===== src/rtl/im_arbiter_pkg.sv =====
// Shared types and defaults for the instruction-memory arbiter.
package im_arbiter_pkg;

    localparam logic [31:0] DEFAULT_BASE = 32'h0000_3000;
    localparam int unsigned DEFAULT_AW   = 12;
    localparam int unsigned DATA_W       = 32;

    // Owner of the access whose response is due next cycle.
    typedef enum logic [1:0] {
        TAG_IDLE  = 2'd0,
        TAG_FETCH = 2'd1,
        TAG_LOAD  = 2'd2
    } tag_e;

    // Response-side record captured at grant time.
    typedef struct packed {
        tag_e tag;
        logic err;
        logic we;
    } resp_t;

endpackage


===== src/rtl/im_addr_check.sv =====
// Maps a byte address onto an instruction-memory word index and flags
// addresses that are misaligned or outside the window.
module im_addr_check
    import im_arbiter_pkg::*;
#(
    parameter logic [31:0] BASE = DEFAULT_BASE,
    parameter int unsigned AW   = DEFAULT_AW
) (
    input  logic [31:0]   addr,
    output logic          valid_c,
    output logic [AW-1:0] idx_c
);

    logic [31:0] offset;
    logic [31:0] upper;

    // Offset wraps mod 2^32, so addresses below BASE land far out of range.
    always_comb begin
        offset  = addr - BASE;
        upper   = offset >> (AW + 2);
        valid_c = (offset[1:0] == 2'b00) && (upper == 32'd0);
        idx_c   = offset[AW+1:2];
    end

endmodule


===== src/rtl/im_arbiter.sv =====
// Two-port arbiter in front of a single-port synchronous instruction memory.
// Fetch has priority; the loader is forced through after STARVE_MAX waits.
module im_arbiter
    import im_arbiter_pkg::*;
#(
    parameter logic [31:0] BASE       = DEFAULT_BASE,
    parameter int unsigned AW         = DEFAULT_AW,
    parameter int unsigned STARVE_MAX = 4
) (
    input  logic              clk,
    input  logic              reset,

    input  logic              if_req,
    input  logic [31:0]       if_addr,
    output logic              if_gnt,
    output logic              if_rvalid,
    output logic [DATA_W-1:0] if_rdata,
    output logic              if_err,

    input  logic              ld_req,
    input  logic              ld_we,
    input  logic [31:0]       ld_addr,
    input  logic [DATA_W-1:0] ld_wdata,
    output logic              ld_gnt,
    output logic              ld_rvalid,
    output logic [DATA_W-1:0] ld_rdata,
    output logic              ld_err,

    output logic              mem_en,
    output logic              mem_we,
    output logic [AW-1:0]     mem_idx,
    output logic [DATA_W-1:0] mem_wdata,
    input  logic [DATA_W-1:0] mem_rdata
);

    localparam int unsigned CW = $clog2(STARVE_MAX + 2);

    logic          if_valid_c;
    logic [AW-1:0] if_idx_c;
    logic          ld_valid_c;
    logic [AW-1:0] ld_idx_c;

    logic [CW-1:0] starve_cnt;
    logic [CW-1:0] starve_next;
    logic          starved;
    resp_t         resp;
    resp_t         resp_next;

    im_addr_check #(.BASE(BASE), .AW(AW)) u_if_check (
        .addr    (if_addr),
        .valid_c (if_valid_c),
        .idx_c   (if_idx_c)
    );

    im_addr_check #(.BASE(BASE), .AW(AW)) u_ld_check (
        .addr    (ld_addr),
        .valid_c (ld_valid_c),
        .idx_c   (ld_idx_c)
    );

    assign starved = (starve_cnt == CW'(STARVE_MAX));

    // Grant selection, memory drive and next response record; all held low in reset.
    always_comb begin
        if_gnt        = 1'b0;
        ld_gnt        = 1'b0;
        mem_en        = 1'b0;
        mem_we        = 1'b0;
        mem_idx       = '0;
        mem_wdata     = '0;
        starve_next   = '0;
        resp_next.tag = TAG_IDLE;
        resp_next.err = 1'b0;
        resp_next.we  = 1'b0;
        if (reset) begin
            if (ld_req && (!if_req || starved)) begin
                ld_gnt        = 1'b1;
                mem_en        = ld_valid_c;
                mem_we        = ld_valid_c && ld_we;
                mem_idx       = ld_valid_c ? ld_idx_c : '0;
                resp_next.tag = TAG_LOAD;
                resp_next.err = !ld_valid_c;
                resp_next.we  = ld_we;
            end else if (if_req) begin
                if_gnt        = 1'b1;
                mem_en        = if_valid_c;
                mem_idx       = if_valid_c ? if_idx_c : '0;
                resp_next.tag = TAG_FETCH;
                resp_next.err = !if_valid_c;
            end
            if (mem_en) begin
                mem_wdata = ld_wdata;
            end
            if (ld_req && !ld_gnt) begin
                starve_next = starved ? starve_cnt : starve_cnt + CW'(1);
            end
        end
    end

    // Starvation counter and in-flight response record.
    always_ff @(posedge clk or negedge reset) begin
        if (!reset) begin
            starve_cnt <= '0;
            resp.tag   <= TAG_IDLE;
            resp.err   <= 1'b0;
            resp.we    <= 1'b0;
        end else begin
            starve_cnt <= starve_next;
            resp       <= resp_next;
        end
    end

    // Route the one-cycle-late response to its owner; errors and write acks return zero data.
    always_comb begin
        if_rvalid = 1'b0;
        if_err    = 1'b0;
        if_rdata  = '0;
        ld_rvalid = 1'b0;
        ld_err    = 1'b0;
        ld_rdata  = '0;
        case (resp.tag)
            TAG_FETCH: begin
                if_rvalid = 1'b1;
                if_err    = resp.err;
                if_rdata  = resp.err ? '0 : mem_rdata;
            end
            TAG_LOAD: begin
                ld_rvalid = 1'b1;
                ld_err    = resp.err;
                ld_rdata  = (resp.err || resp.we) ? '0 : mem_rdata;
            end
            default: ;
        endcase
    end

endmodule


===== config.mk =====
export PLATFORM = sky130hd
export DESIGN_NAME = im_arbiter
export DESIGN_NICKNAME = d
export VERILOG_FILES = /design/src/rtl/im_arbiter_pkg.sv /design/src/rtl/im_addr_check.sv /design/src/rtl/im_arbiter.sv
export SDC_FILE = /design/constraint.sdc
export NUM_CORES = 1
export LEC_CHECK = 0
export ABC_AREA = 1
export CAP_MARGIN = 20
export CORE_AREA = 2 2 96 98
export CTS_BUF_LIST = sky130_fd_sc_hd__clkbuf_2 sky130_fd_sc_hd__clkbuf_4 sky130_fd_sc_hd__clkbuf_8
export DETAILED_ROUTE_END_ITERATION = 8
export DIE_AREA = 0 0 98 100
export PLACE_DENSITY = 0.78
export SLEW_MARGIN = 10
export SYNTH_ARGS = -nofsm -noshare
export SYNTH_HDL_FRONTEND = slang
export SYNTH_SLANG_ARGS = --single-unit

===== constraint.sdc =====
create_clock -name clk -period 2.9 [get_ports clk]
set_clock_uncertainty 0.05 [all_clocks]
set_input_delay 0.435 -clock clk [delete_from_list [all_inputs] [get_ports clk]]
set_output_delay 0.435 -clock clk [all_outputs]
set_load 0.03 [all_outputs]

==> results.sh <==
export IMPL_status="finished with violations"
export IMPL_failed_checks="negative setup slack"
export IMPL_cp_top_family="buffers and inverters"
export IMPL_grt_antenna_before_repair=1
export IMPL_grt_ovfl_total=0
export IMPL_grt_pass1_wl_um=17900
export IMPL_yosys_warnings=0
export IMPL_drive_gt1_share_pct=33.2
export IMPL_post_drt_via_cell_ratio=4.68
export IMPL_cts_reportedPaths_clkPinSlew_ns=0.04
export IMPL_clock_latency_ns=0.23
export IMPL_yosysSeqAreaShare_pct=7.27
export IMPL_crit_path_end_kind="output port"
export IMPL_placed_cell_area_mm2=0.00531
export IMPL_relSlewSlack_pct=72.4
export IMPL_r2r_start="starve_cnt[0]$_DFFE_PN0P_"
export IMPL_synth_edff_count=0
export IMPL_cp_start_kind="input pin"
export IMPL_synth_top_family_by_area="simple AND/OR/NAND/NOR gates"
export IMPL_start_util_pct=27.1
export IMPL_avgSynthCellArea_um2=4.93
export IMPL_holdBufCountCts=0
export IMPL_syn_inst=489
export IMPL_max_vdd_ir_drop_mv=0.0905
export IMPL_worstSetupPathDepth=19
export IMPL_finalHoldViolCount=0
export IMPL_finalCriticalPeriod_ns=2.91
export IMPL_cp_num_buf_inv=8
export IMPL_required_ns=2.41
export IMPL_utilization_pct=69.4
export IMPL_final_area_mm2=0.00617
export IMPL_portBuffers=248
export IMPL_tritoncts="done"
export IMPL_io_pins=249
export IMPL_wl_per_cell_um=13.6
export IMPL_ys_ff_latch=7
export IMPL_finalMaxSlewViolations=0
export IMPL_nNetsFinal=935
export IMPL_syn_to_final_growth_pct=156
export IMPL_die_w_um=98
export IMPL_htreeDepth=1
export IMPL_yosys_area_share_simple_pct=63.6
export IMPL_dpl_hpwl_um=9440
export IMPL_initialDrtViolationCount=94
export IMPL_cts_buffer_depth=2
export IMPL_worst_pin_slew_ns=0.411
export IMPL_crit_path_start="ld_addr[12]"
export IMPL_worst_path_largest_cell_delay_ns=0.21
export IMPL_min_period_over_period_pct=100
export IMPL_synth_compound_area_share_pct=4.15
export IMPL_crit_reg2reg_capture="resp[2]$_DFF_PN0_"
export IMPL_r2r_slack_ns=1.32
export IMPL_clock_sinks=7
export IMPL_wl_um=12400
export IMPL_drc=0
export IMPL_rsz0062_at_grt="yes"
export IMPL_worstPathArrival_ns=2.42
export IMPL_max_freq_mhz=344
export IMPL_dr_pass1_iters=4
export IMPL_die_height_um=100
export IMPL_rows=35
export IMPL_setup_ws_ns=-0.00510
export IMPL_synth_fp_nets=626
export IMPL_pre_cts_ws_ns=-0.363
export IMPL_power_leakage_nw=2.89
export IMPL_async_flop_share_pct=100
export IMPL_critical_path_class="in2out"
export IMPL_synth_area_top_cells="inv_1, nor2_1, nand2_1"
export IMPL_ff2ff_path_depth=6
export IMPL_cts_root_buffer="clkbuf_8"
export IMPL_grt_usage_pct=21.6
export IMPL_yosys_cell_types_count=27
export IMPL_dieArea_mm2=0.00980
export IMPL_synth_fa_ha_area_share_pct=2.08
export IMPL_maxCapViolations=0
export IMPL_grt_pass1_vias=3971
export IMPL_fin_hold_ws_ns=0.419
export IMPL_synth_xor_area_share_pct=1.45
export IMPL_routabilityCongestion=0.912
export IMPL_hp_class="reg2reg"
export IMPL_synth_top_area_share_pct=17.1
export IMPL_setup_viol=1
export IMPL_vias=4250
export IMPL_core_area_mm2=0.00889
export IMPL_synthFlopType="dfrtp_1"
export IMPL_crit_fanout=7
export IMPL_ant_nets=0
export IMPL_grt_max_degree=22
export IMPL_crit_end="mem_idx[4]"
export IMPL_cts_made_buffers=3
export IMPL_synth_top_area_cell="inv_1"
export IMPL_crit_chain="buf_8 -> ha_4 -> inv_4 -> buf_6 -> nand2_2 -> nand3_2 -> nor2_1 -> nand2_1 -> inv_1 -> nand2_1 -> nor2_1 -> nand3_1 -> nor2_4 -> buf_6 -> buf_12 -> buf_12 -> nand4_1 -> a21oi_1 -> buf_4"
export IMPL_antenna_cells=0
export IMPL_syn_area_mm2=0.00241
export IMPL_crit_path_top_delay_cell="a21oi_1"
export IMPL_muxShareOfSynthArea_pct=0
export IMPL_pwr_density_cell_mw_per_mm2=133
through the flow:
stage           TNS, ns  std cells  power, mW
2_1_floorplan         0        489      0.302
3_3_place_gp     -14.36        880      0.619
3_5_place_dp     -14.22        880      0.626
4_1_cts               0        898      0.784
5_1_grt           -3.77        908      0.869
6_report       -0.00510        908      0.819
timing repair:
item                       CTS  global route
pin swaps                   53            65
setup endpoints to repair   46            46
setup buffers               10             9
gates resized for setup    114           164
gates cloned                 4             1
hold endpoints to repair     0             0
final cells by class:
type	count	area, µm²
multi-input cells	351	2160
inverters	111	422
clock buffers	4	48.8
well taps	111	139
repair buffers	324	3230
flip-flops and latches	7	175
fillers	748	2720
per-layer routing:
layer / wire length [µm] / global-route usage (%) / vias up
li1: - / - / 2121
met1: 4370 / 23.8 / 1903
met5: 16 / 0 / -
met2: 6910 / 42.8 / 194
met3: 781 / 3.83 / 30
met4: 315 / 5.13 / 2
state kept, by name, summed over array words and instances (netlist names):
name        cells
starve_cnt      3
resp            4
worst min-delay path by stage:
stage | from | end | slack [ns] | cells after the start
final | starve_cnt[0]$_DFFE_PN0P_ | starve_cnt[0]$_DFFE_PN0P_ | 0.42 | 1
after global routing | starve_cnt[0]$_DFFE_PN0P_ | starve_cnt[0]$_DFFE_PN0P_ | 0.44 | 1
after CTS | starve_cnt[0]$_DFFE_PN0P_ | starve_cnt[0]$_DFFE_PN0P_ | 0.42 | 1
after detailed placement | starve_cnt[0]$_DFFE_PN0P_ | starve_cnt[0]$_DFFE_PN0P_ | 0.41 | 1
after global placement | starve_cnt[0]$_DFFE_PN0P_ | starve_cnt[0]$_DFFE_PN0P_ | 0.40 | 1
after floorplan | reset | resp[0]$_DFF_PN0_ | 0.09 | 0
layout by cell type (no fill, tap or decap), drive strengths merged, types with 5 or more instances in the layout:
| cell type | Yosys | final |
|---|---|---|
| o21ai | 5 | 5 |
| nand4 | 28 | 28 |
| dfrtp | 7 | 7 |
| clkdlybuf4s50 | 0 | 164 |
| inv | 110 | 110 |
| buf | 6 | 130 |
| a21oi | 15 | 15 |
| clkbuf | 14 | 22 |
| nand3 | 29 | 29 |
| nor3 | 38 | 38 |
| nand2 | 89 | 89 |
| nor2 | 133 | 133 |
| dlygate4sd2 | 0 | 7 |
power by group:
group	internal (mW)	switching, mW	leakage, nW
logic	0.288	0.282	2.77
registers	0.101	0.00154	0.0946
clock network	0.104	0.0411	0.0262
total	0.494	0.325	2.89
cells by family after synthesis:
family | after synthesis
adders and majority gates | 4
xor gates and xnor gates | 4
AOI/OAI and AO/OA | 20
and+or+nand+nor | 323
buffers and inverters | 131
DFF | 7
synth_stat cells, drive strengths merged (4+ instances only):
| cell type | count |
|---|---|
| buf | 6 |
| nand2 | 89 |
| nor3 | 38 |
| clkbuf | 14 |
| nand4 | 28 |
| nand3 | 29 |
| ha | 4 |
| o21ai | 5 |
| dfrtp | 7 |
| nor2 | 133 |
| a21oi | 15 |
| inv | 110 |
No activity file was read; power rests on OpenSTA's default activity.
